<file path="src/rtl/mmc3_scanline_irq_pkg.sv">
// rtl/mmc3_scanline_irq_pkg.sv - shared constants for the MMC3 scanline IRQ block
//
// Holds the CPU register decode codes ({addr[15:13], addr[0]}), the save-state
// address map of the IRQ unit and the default A12 low-time qualification.
package mmc3_scanline_irq_pkg;

    localparam int A12_LOW_M2_DEFAULT = 3;

    typedef enum logic [3:0] {
        REG_C000 = 4'hC,   // reload value
        REG_C001 = 4'hD,   // request reload, clear counter
        REG_E000 = 4'hE,   // disable and acknowledge
        REG_E001 = 4'hF    // enable
    } reg_code_e;

    // Save-state bank 2 covers addresses 16-23; only 16-19 carry state.
    localparam logic [4:0] SST_IRQ_BANK   = 5'd2;
    localparam logic [7:0] SST_IRQ_RELOAD = 8'd16;
    localparam logic [7:0] SST_IRQ_COUNT  = 8'd17;
    localparam logic [7:0] SST_IRQ_FLAGS  = 8'd18;
    localparam logic [7:0] SST_IRQ_FILT   = 8'd19;

endpackage

</file>
<file path="src/rtl/mmc3_scanline_irq_if.sv">
// rtl/mmc3_scanline_irq_if.sv - save-state bus between the state manager and the IRQ block
//
// act    : save-state engine owns the block (normal operation frozen)
// we_reg : write strobe for the addressed save-state register
// addr   : save-state register address
// dato   : save-state write data
interface mmc3_scanline_irq_if;
    logic       act;
    logic       we_reg;
    logic [7:0] addr;
    logic [7:0] dato;

    modport master (output act, output we_reg, output addr, output dato);
    modport slave  (input  act, input  we_reg, input  addr, input  dato);
endinterface

</file>
<file path="src/rtl/mmc3_scanline_irq_a12_edge_filter.sv">
// rtl/mmc3_scanline_irq_a12_edge_filter.sv - PPU A12 rise qualifier for the scanline counter
//
// Ports:
//   clk, map_rst_n : clock and synchronous active-low reset
//   cpu_m2         : raw CPU M2 level, used as the low-time timebase
//   ppu_a12        : raw PPU A12, synchronised here
//   hold           : save-state active; freezes low-time count and blocks a12_clk
//   filt_we        : save-state write of the low-time count
//   filt_wdata     : value for that write
//   a12_clk        : one-cycle qualified A12 rise
//   filt_cnt       : current low-time count (for save-state readback)
module a12_edge_filter
    import mmc3_scanline_irq_pkg::*;
#(
    parameter int A12_LOW_M2 = A12_LOW_M2_DEFAULT
) (
    input  logic       clk,
    input  logic       map_rst_n,
    input  logic       cpu_m2,
    input  logic       ppu_a12,
    input  logic       hold,
    input  logic       filt_we,
    input  logic [2:0] filt_wdata,
    output logic       a12_clk,
    output logic [2:0] filt_cnt
);

    localparam logic [2:0] LOW_LIM = 3'(A12_LOW_M2);

    logic       m2_prev;
    logic       a12_meta;
    logic       a12_sync;
    logic       a12_prev;
    logic [2:0] low_cnt;
    logic       m2_fall;
    logic       a12_rise;

    assign m2_fall  = m2_prev & ~cpu_m2;
    assign a12_rise = a12_sync & ~a12_prev;

    always_ff @(posedge clk) begin
        if (!map_rst_n) begin
            m2_prev  <= 1'b0;
            a12_meta <= 1'b0;
            a12_sync <= 1'b0;
            a12_prev <= 1'b0;
            low_cnt  <= 3'd0;
        end else begin
            // Edge and synchroniser flops run even during save-state so the
            // block resumes with fresh history.
            m2_prev  <= cpu_m2;
            a12_meta <= ppu_a12;
            a12_sync <= a12_meta;
            a12_prev <= a12_sync;
            if (filt_we) begin
                low_cnt <= filt_wdata;
            end else if (!hold) begin
                if (a12_sync) begin
                    low_cnt <= 3'd0;
                end else if (m2_fall && low_cnt < LOW_LIM) begin
                    low_cnt <= low_cnt + 3'd1;
                end
            end
        end
    end

    // The rise cycle still sees the low-time accumulated before A12 went high;
    // the clear lands one cycle later.
    assign a12_clk  = a12_rise & (low_cnt >= LOW_LIM) & ~hold;
    assign filt_cnt = low_cnt;

endmodule

</file>
<file path="src/rtl/mmc3_scanline_irq.sv">
// rtl/mmc3_scanline_irq.sv - MMC3 scanline counter and IRQ generator
//
// Ports:
//   clk, map_rst_n : clock and synchronous active-low mapper reset
//   decode_en      : CPU write strobe
//   reg_addr       : {cpu.addr[15:13], cpu.addr[0]}
//   cpu_data       : CPU write data
//   cpu_m2         : raw CPU M2
//   ppu_a12        : raw PPU A12
//   mmc3a          : 1 = MMC3A (old) IRQ behaviour, 0 = MMC3B/C (new)
//   sst            : save-state bus (slave side)
//   irq            : registered IRQ pending level
//   sst_ce         : save-state address falls in this block's bank (16-23)
//   sst_do         : save-state read data
module mmc3_scanline_irq
    import mmc3_scanline_irq_pkg::*;
#(
    parameter int A12_LOW_M2 = A12_LOW_M2_DEFAULT
) (
    input  logic                        clk,
    input  logic                        map_rst_n,
    input  logic                        decode_en,
    input  logic [3:0]                  reg_addr,
    input  logic [7:0]                  cpu_data,
    input  logic                        cpu_m2,
    input  logic                        ppu_a12,
    input  logic                        mmc3a,
    mmc3_scanline_irq_if.slave          sst,
    output logic                        irq,
    output logic                        sst_ce,
    output logic [7:0]                  sst_do
);

    logic [7:0] reload_val;
    logic [7:0] counter;
    logic       reload_flag;
    logic       irq_en;
    logic       irq_pend;

    logic       a12_clk;
    logic [2:0] filt_cnt;
    logic       filt_we;
    logic       reload_now;
    logic [7:0] cnt_next;
    logic       fire;
    reg_code_e  code;

    assign filt_we = sst.act & sst.we_reg & (sst.addr == SST_IRQ_FILT);

    a12_edge_filter #(
        .A12_LOW_M2 (A12_LOW_M2)
    ) u_filter (
        .clk        (clk),
        .map_rst_n  (map_rst_n),
        .cpu_m2     (cpu_m2),
        .ppu_a12    (ppu_a12),
        .hold       (sst.act),
        .filt_we    (filt_we),
        .filt_wdata (sst.dato[2:0]),
        .a12_clk    (a12_clk),
        .filt_cnt   (filt_cnt)
    );

    // A zero counter reloads instead of decrementing, so it never wraps.
    assign reload_now = (counter == 8'd0) || reload_flag;
    assign cnt_next   = reload_now ? reload_val : counter - 8'd1;
    // MMC3A refuses to fire when a zero counter merely reloads zero again.
    assign fire       = irq_en && (cnt_next == 8'd0) &&
                        (!mmc3a || (counter != 8'd0) || reload_flag);
    assign code       = reg_code_e'(reg_addr);

    always_ff @(posedge clk) begin
        if (!map_rst_n) begin
            reload_val  <= 8'd0;
            counter     <= 8'd0;
            reload_flag <= 1'b0;
            irq_en      <= 1'b0;
            irq_pend    <= 1'b0;
        end else if (sst.act) begin
            if (sst.we_reg) begin
                case (sst.addr)
                    SST_IRQ_RELOAD: reload_val <= sst.dato;
                    SST_IRQ_COUNT:  counter    <= sst.dato;
                    SST_IRQ_FLAGS: begin
                        reload_flag <= sst.dato[2];
                        irq_pend    <= sst.dato[1];
                        irq_en      <= sst.dato[0];
                    end
                    default: ;
                endcase
            end
        end else begin
            if (a12_clk) begin
                counter     <= cnt_next;
                reload_flag <= 1'b0;
                if (fire) begin
                    irq_pend <= 1'b1;
                end
            end
            // Register writes come after the clock so that a same-cycle C001
            // or E000 overrides it; C000 leaves cnt_next on the old value.
            if (decode_en) begin
                case (code)
                    REG_C000: reload_val <= cpu_data;
                    REG_C001: begin
                        counter     <= 8'd0;
                        reload_flag <= 1'b1;
                    end
                    REG_E000: begin
                        irq_en   <= 1'b0;
                        irq_pend <= 1'b0;
                    end
                    REG_E001: irq_en <= 1'b1;
                    default: ;
                endcase
            end
        end
    end

    assign irq    = irq_pend;
    assign sst_ce = (sst.addr[7:3] == SST_IRQ_BANK);

    always_comb begin
        sst_do = 8'hFF;
        case (sst.addr)
            SST_IRQ_RELOAD: sst_do = reload_val;
            SST_IRQ_COUNT:  sst_do = counter;
            SST_IRQ_FLAGS:  sst_do = {5'b0, reload_flag, irq_pend, irq_en};
            SST_IRQ_FILT:   sst_do = {5'b0, filt_cnt};
            default:        sst_do = 8'hFF;
        endcase
    end

endmodule

</file>
<file path="src/flat_wrapper.sv">
// flat-port wrapper written by rule: the top's interface ports become plain ports
module mmc3_scanline_irq_flat import mmc3_scanline_irq_pkg::*;
#(
    parameter int A12_LOW_M2 = A12_LOW_M2_DEFAULT
)
  (clk, map_rst_n, decode_en, reg_addr, cpu_data, cpu_m2, ppu_a12, mmc3a, irq, sst_ce, sst_do, sst_act, sst_we_reg, sst_addr, sst_dato);
  mmc3_scanline_irq_if sst_i ();
  input  logic clk;
  input  logic map_rst_n;
  input  logic decode_en;
  input  logic [3:0] reg_addr;
  input  logic [7:0] cpu_data;
  input  logic cpu_m2;
  input  logic ppu_a12;
  input  logic mmc3a;
  output logic irq;
  output logic sst_ce;
  output logic [7:0] sst_do;
  input wire logic [$bits(sst_i.act)-1:0] sst_act;
  input wire logic [$bits(sst_i.we_reg)-1:0] sst_we_reg;
  input wire logic [$bits(sst_i.addr)-1:0] sst_addr;
  input wire logic [$bits(sst_i.dato)-1:0] sst_dato;
  assign sst_i.act = sst_act;
  assign sst_i.we_reg = sst_we_reg;
  assign sst_i.addr = sst_addr;
  assign sst_i.dato = sst_dato;
  mmc3_scanline_irq #(.A12_LOW_M2(A12_LOW_M2)) u_core (.clk(clk), .map_rst_n(map_rst_n), .decode_en(decode_en), .reg_addr(reg_addr), .cpu_data(cpu_data), .cpu_m2(cpu_m2), .ppu_a12(ppu_a12), .mmc3a(mmc3a), .sst(sst_i), .irq(irq), .sst_ce(sst_ce), .sst_do(sst_do));
endmodule
</file>
<file path="config.mk">
export PLATFORM = sky130hd
export DESIGN_NAME = mmc3_scanline_irq_flat
export DESIGN_NICKNAME = d
export VERILOG_FILES = /design/src/rtl/mmc3_scanline_irq_pkg.sv /design/src/rtl/mmc3_scanline_irq_if.sv /design/src/rtl/mmc3_scanline_irq_a12_edge_filter.sv /design/src/rtl/mmc3_scanline_irq.sv /design/src/flat_wrapper.sv
export SDC_FILE = /design/constraint.sdc
export NUM_CORES = 1
export LEC_CHECK = 0
export CORE_MARGIN = 2
export CORE_UTILIZATION = 25
export DETAILED_ROUTE_END_ITERATION = 7
export HOLD_SLACK_MARGIN = 0.15
export REMOVE_ABC_BUFFERS = 1
export SYNTH_ARGS = -nofsm -noshare
export SYNTH_HDL_FRONTEND = slang
export SYNTH_SLANG_ARGS = --single-unit
export TNS_END_PERCENT = 50
</file>
<file path="constraint.sdc">
create_clock -name clk -period 2.1 [get_ports clk]
set_input_delay 0.42 -clock clk [delete_from_list [all_inputs] [get_ports clk]]
set_output_delay 0.42 -clock clk [all_outputs]
set_load 0.03 [all_outputs]
</file>
==> metrics.log <==
INFO  metric run_status = finished with violations
INFO  metric violations_in_the_final_reports = setup timing
INFO  metric critical_path.reg2reg.startpoint = u_core.counter[0]
INFO  metric power_leakage = 1.30 nW
INFO  metric hold-path-endpoint = u_core.u_filter.a12_sync
INFO  metric placed_cell_area = 2730 um^2
INFO  metric final_antenna_net_count = 0
INFO  metric preCtsSetupSlack = -823 ps
INFO  metric netlist_area = 1830 um^2
INFO  metric wire_length_of_the_first_global_routing_pass = 10.2 mm
INFO  metric ioPinCount = 46
INFO  metric cell_count_after_synthesis = 215
INFO  metric cp_slowest_stage_delay = 440 ps
INFO  metric synth-main-ff-cell = sky130_fd_sc_hd__dfxtp_1
INFO  metric design_area = 3010 um^2
INFO  metric gp_routability_congestion = 0.882
INFO  metric crit_path_max_fanout = 2
INFO  metric port_buffers = 45
INFO  metric crit_type = flop to output port
INFO  metric clock_tree_from_tritoncts = yes
INFO  metric dp_hpwl = 4.75 mm
INFO  metric finalCoreUtilization = 0.419
INFO  metric antenna_cells = 0
INFO  metric ctsRootBufferMaster = sky130_fd_sc_hd__clkbuf_8
INFO  metric drt-pass1-iter-count = 6
INFO  metric synth_area_per_cell = 8.49 um^2
INFO  metric die_y = 89.5 um
INFO  metric timing_hold_violations_final = 0
INFO  metric grt_util_all_layers = 0.166
INFO  metric min_period_over_period = 1.01
INFO  metric setup-tns-final = -16.2 ps
INFO  metric grt.overflow.total = 0
INFO  metric p_per_area = 482 nW/um^2
INFO  metric drive_gt1_frac = 0.374
INFO  metric synth.yosys.seq_area_share = 0.285
INFO  metric cts_buffer_depth = 2
INFO  metric floorplan.die_area = 8000 um^2
INFO  metric fp.dieW = 89.5 um
INFO  metric finalNetCount = 354
INFO  metric setup_slack = -13.7 ps
INFO  metric final_cell_mix = sky130_fd_sc_hd__buf_4 (55), sky130_fd_sc_hd__clkdlybuf4s50_1 (28), sky130_fd_sc_hd__nand2_1 (22)
INFO  metric core_region_area = 7180 um^2
INFO  metric design_power_total = 0.00145 W
INFO  metric top_layer = met4
INFO  metric cts_sinks = 26
INFO  metric setup_viol = 2
INFO  metric layout.cells.most_common = sky130_fd_sc_hd__buf_4
INFO  metric worstSkewPairLatency = 280 ps
INFO  metric cts_h_tree_depth = 1
INFO  metric grt_antenna_before_repair = 0
INFO  metric rr_worst_depth = 8
INFO  metric initial_core_util = 0.254
INFO  metric ys_types = 56
INFO  metric tightest_slew = 374 ps
INFO  metric grt_start_max_net_pins = 17
INFO  metric grt_setup_unrepaired = yes
INFO  metric critical_path.reg2reg.endpoint = u_core.irq
INFO  metric cp_common_cell = sky130_fd_sc_hd__buf_6
INFO  metric wl_met3 = 369 um
INFO  metric maxClockFrequency = 0.473 GHz
INFO  metric core.rowCount = 31
INFO  metric warning_count_from_the_yosys_run = 0
INFO  metric via_count_of_the_first_global_routing_pass = 2119
INFO  metric synth-edff-count = 0
INFO  metric met2WireLength = 3.02 mm
INFO  metric route.layer.met1.wl = 2.80 mm
INFO  metric clkSlewWorstSetupHoldPaths = 100 ps
INFO  metric num_vias = 2031
INFO  metric irDropWorstVdd = 0.216 mV
INFO  metric report.final.slew_viol_count = 0
INFO  metric mean_number_of_vias_per_cell = 4.93
INFO  metric drcViolationCount = 0
INFO  metric hp-start = u_core.u_filter.a12_meta
INFO  metric cp_cell_sequence = buf_6 > mux4_2 > or3_1 > buf_6
INFO  metric area_delta_synth_final = 64.8%
INFO  metric postRouteWirelength = 6.29 mm
INFO  metric crit_path_start_kind = flop
INFO  metric number_of_max_cap_violations = 0
INFO  metric detail_route.iter0.violations = 114
INFO  metric ff2ff_setup_slack = 0 ps
INFO  metric critical_path_s_slowest_cell = sky130_fd_sc_hd__mux4_2
INFO  metric total_cts_buffers = 3
INFO  metric synth-seq-cells = 26
INFO  metric synthArstFlopShare = 0
INFO  metric min_period = 2110 ps
INFO  metric hold-path-cell-count = 1
INFO  metric arrival = 1690 ps
INFO  metric crit_path_end_kind = output port
INFO  metric worstPathRequired = 1680 ps
INFO  metric worst_clock_skew = 3.71 ps
INFO  metric slew-limit-headroom = 0.751
INFO  metric worst_hold_path_type = flop to flop
INFO  metric routedWlPerCell = 15.3 um
-- metrics by stage --
stage               hold slack, ps  instances
global placement               416        400
finish                         442        412
global route                   473        412
detailed placement             421        400
floorplan                      412        203
CTS                            445        410
-- cells in the mapped netlist (all sizes together) (2+ instances only) --
| master | number | area, um^2 |
|---|---|---|
| mux2i | 12 | 120 |
| dfxtp | 26 | 521 |
| or3 | 4 | 25.0 |
| nand3 | 3 | 15.0 |
| or2 | 3 | 18.8 |
| buf | 6 | 37.5 |
| nand2 | 24 | 90.1 |
| nand3b | 3 | 22.5 |
| nor2b | 3 | 18.8 |
| o311ai | 2 | 17.5 |
| a2bb2oi | 2 | 17.5 |
| nand4b | 2 | 17.5 |
| nor4 | 2 | 27.5 |
| a41oi | 2 | 17.5 |
| nor3 | 2 | 10.0 |
| clkbuf | 6 | 22.5 |
| o21a | 2 | 15.0 |
| and2 | 6 | 37.5 |
| o211a | 9 | 90.1 |
| mux4 | 3 | 67.6 |
| ha | 4 | 50.1 |
| o21ai | 17 | 85.1 |
| a21oi | 10 | 53.8 |
| a211oi | 7 | 52.6 |
| xnor2 | 6 | 52.6 |
| nor3b | 2 | 15.0 |
| nor2 | 19 | 78.8 |
| inv | 7 | 26.3 |
-- cell families (layout without fill, tap and decap cells) --
logic type,count (synthesis),count (layout),share of synthesized area
AO/OA/AOI/OAI,64,64,0.259
XOR/XNOR,6,6,0.0288
adder cells (fa/ha/maj),4,4,0.0274
buffers and inverters,19,117,0.0473
flip-flops,26,26,0.285
multiplexers,16,16,0.109
AND/OR/NAND/NOR,80,80,0.243
-- how the worst max path moves through the flow --
| stage | slack (ps) | from | end |
|---|---|---|---|
| floorplan | -60 | u_core.counter[0] | u_core.irq |
| CTS | -40 | u_core.u_filter.filt_cnt[0] | sst_do[0] |
| global route | -80 | u_core.counter[1] | u_core.irq |
| finish | -10 | u_core.u_filter.filt_cnt[0] | sst_do[0] |
| global placement | -780 | sst_addr[1] | sst_do[1] |
| detailed placement | -820 | sst_addr[1] | sst_do[2] |
-- power by group --
group          total (W)  internal (W)  leakage (nW)  switching [W]
combinational   0.000492      0.000283          1.05       0.000209
sequential      0.000526      0.000510         0.215      0.0000158
clock           0.000434      0.000256        0.0357       0.000179
-- state kept, by name, summed over array words and instances, names as in the netlist --
| register | cells |
|---|---|
| u_core.reload_val | 8 |
| u_core.irq | 1 |
| u_core.irq_en | 1 |
| u_core.reload_flag | 1 |
| u_core.u_filter.m2_prev | 1 |
| u_core.u_filter.a12_meta | 1 |
| u_core.u_filter.filt_cnt | 3 |
| u_core.counter | 8 |
| u_core.u_filter.a12_sync | 1 |
| u_core.u_filter.a12_prev | 1 |
-- layout make-up --
| type | instances | area (um^2) |
|---|---|---|
| inverters | 7 | 28.8 |
| repair buffers | 106 | 922 |
| flip-flops and latches | 26 | 531 |
| clock inverters | 1 | 30.0 |
| well taps | 99 | 124 |
| clock buffers | 3 | 41.3 |
| multi-input cells | 170 | 1330 |
| fillers | 707 | 4170 |
-- worst max-delay path, delay by kind of cell, from the launching register on --
family                 cells  cell delay [ps]
multiplexers               1              440
buffers and inverters      2              260
flip-flops                 1              350
AND/OR/NAND/NOR            1              360
-- routing by layer --
layer,global-route usage,vias to the layer above
li1,-,990
met1,0.204,974
met2,0.293,59
met3,0.0231,8
met4,0.0611,0
met5,0,-
-- repair_timing --
| item | 4_1_cts | 5_1_grt |
|---|---|---|
| hold endpoints to repair | 0 | 0 |
| hold buffers | 0 | 0 |
| setup buffers | 7 | 2 |
| pin swaps | 15 | 5 |
| endpoints found under the setup margin | 30 | 25 |
| resized for setup | 82 | 17 |
Power figures use the tool's default switching activity.
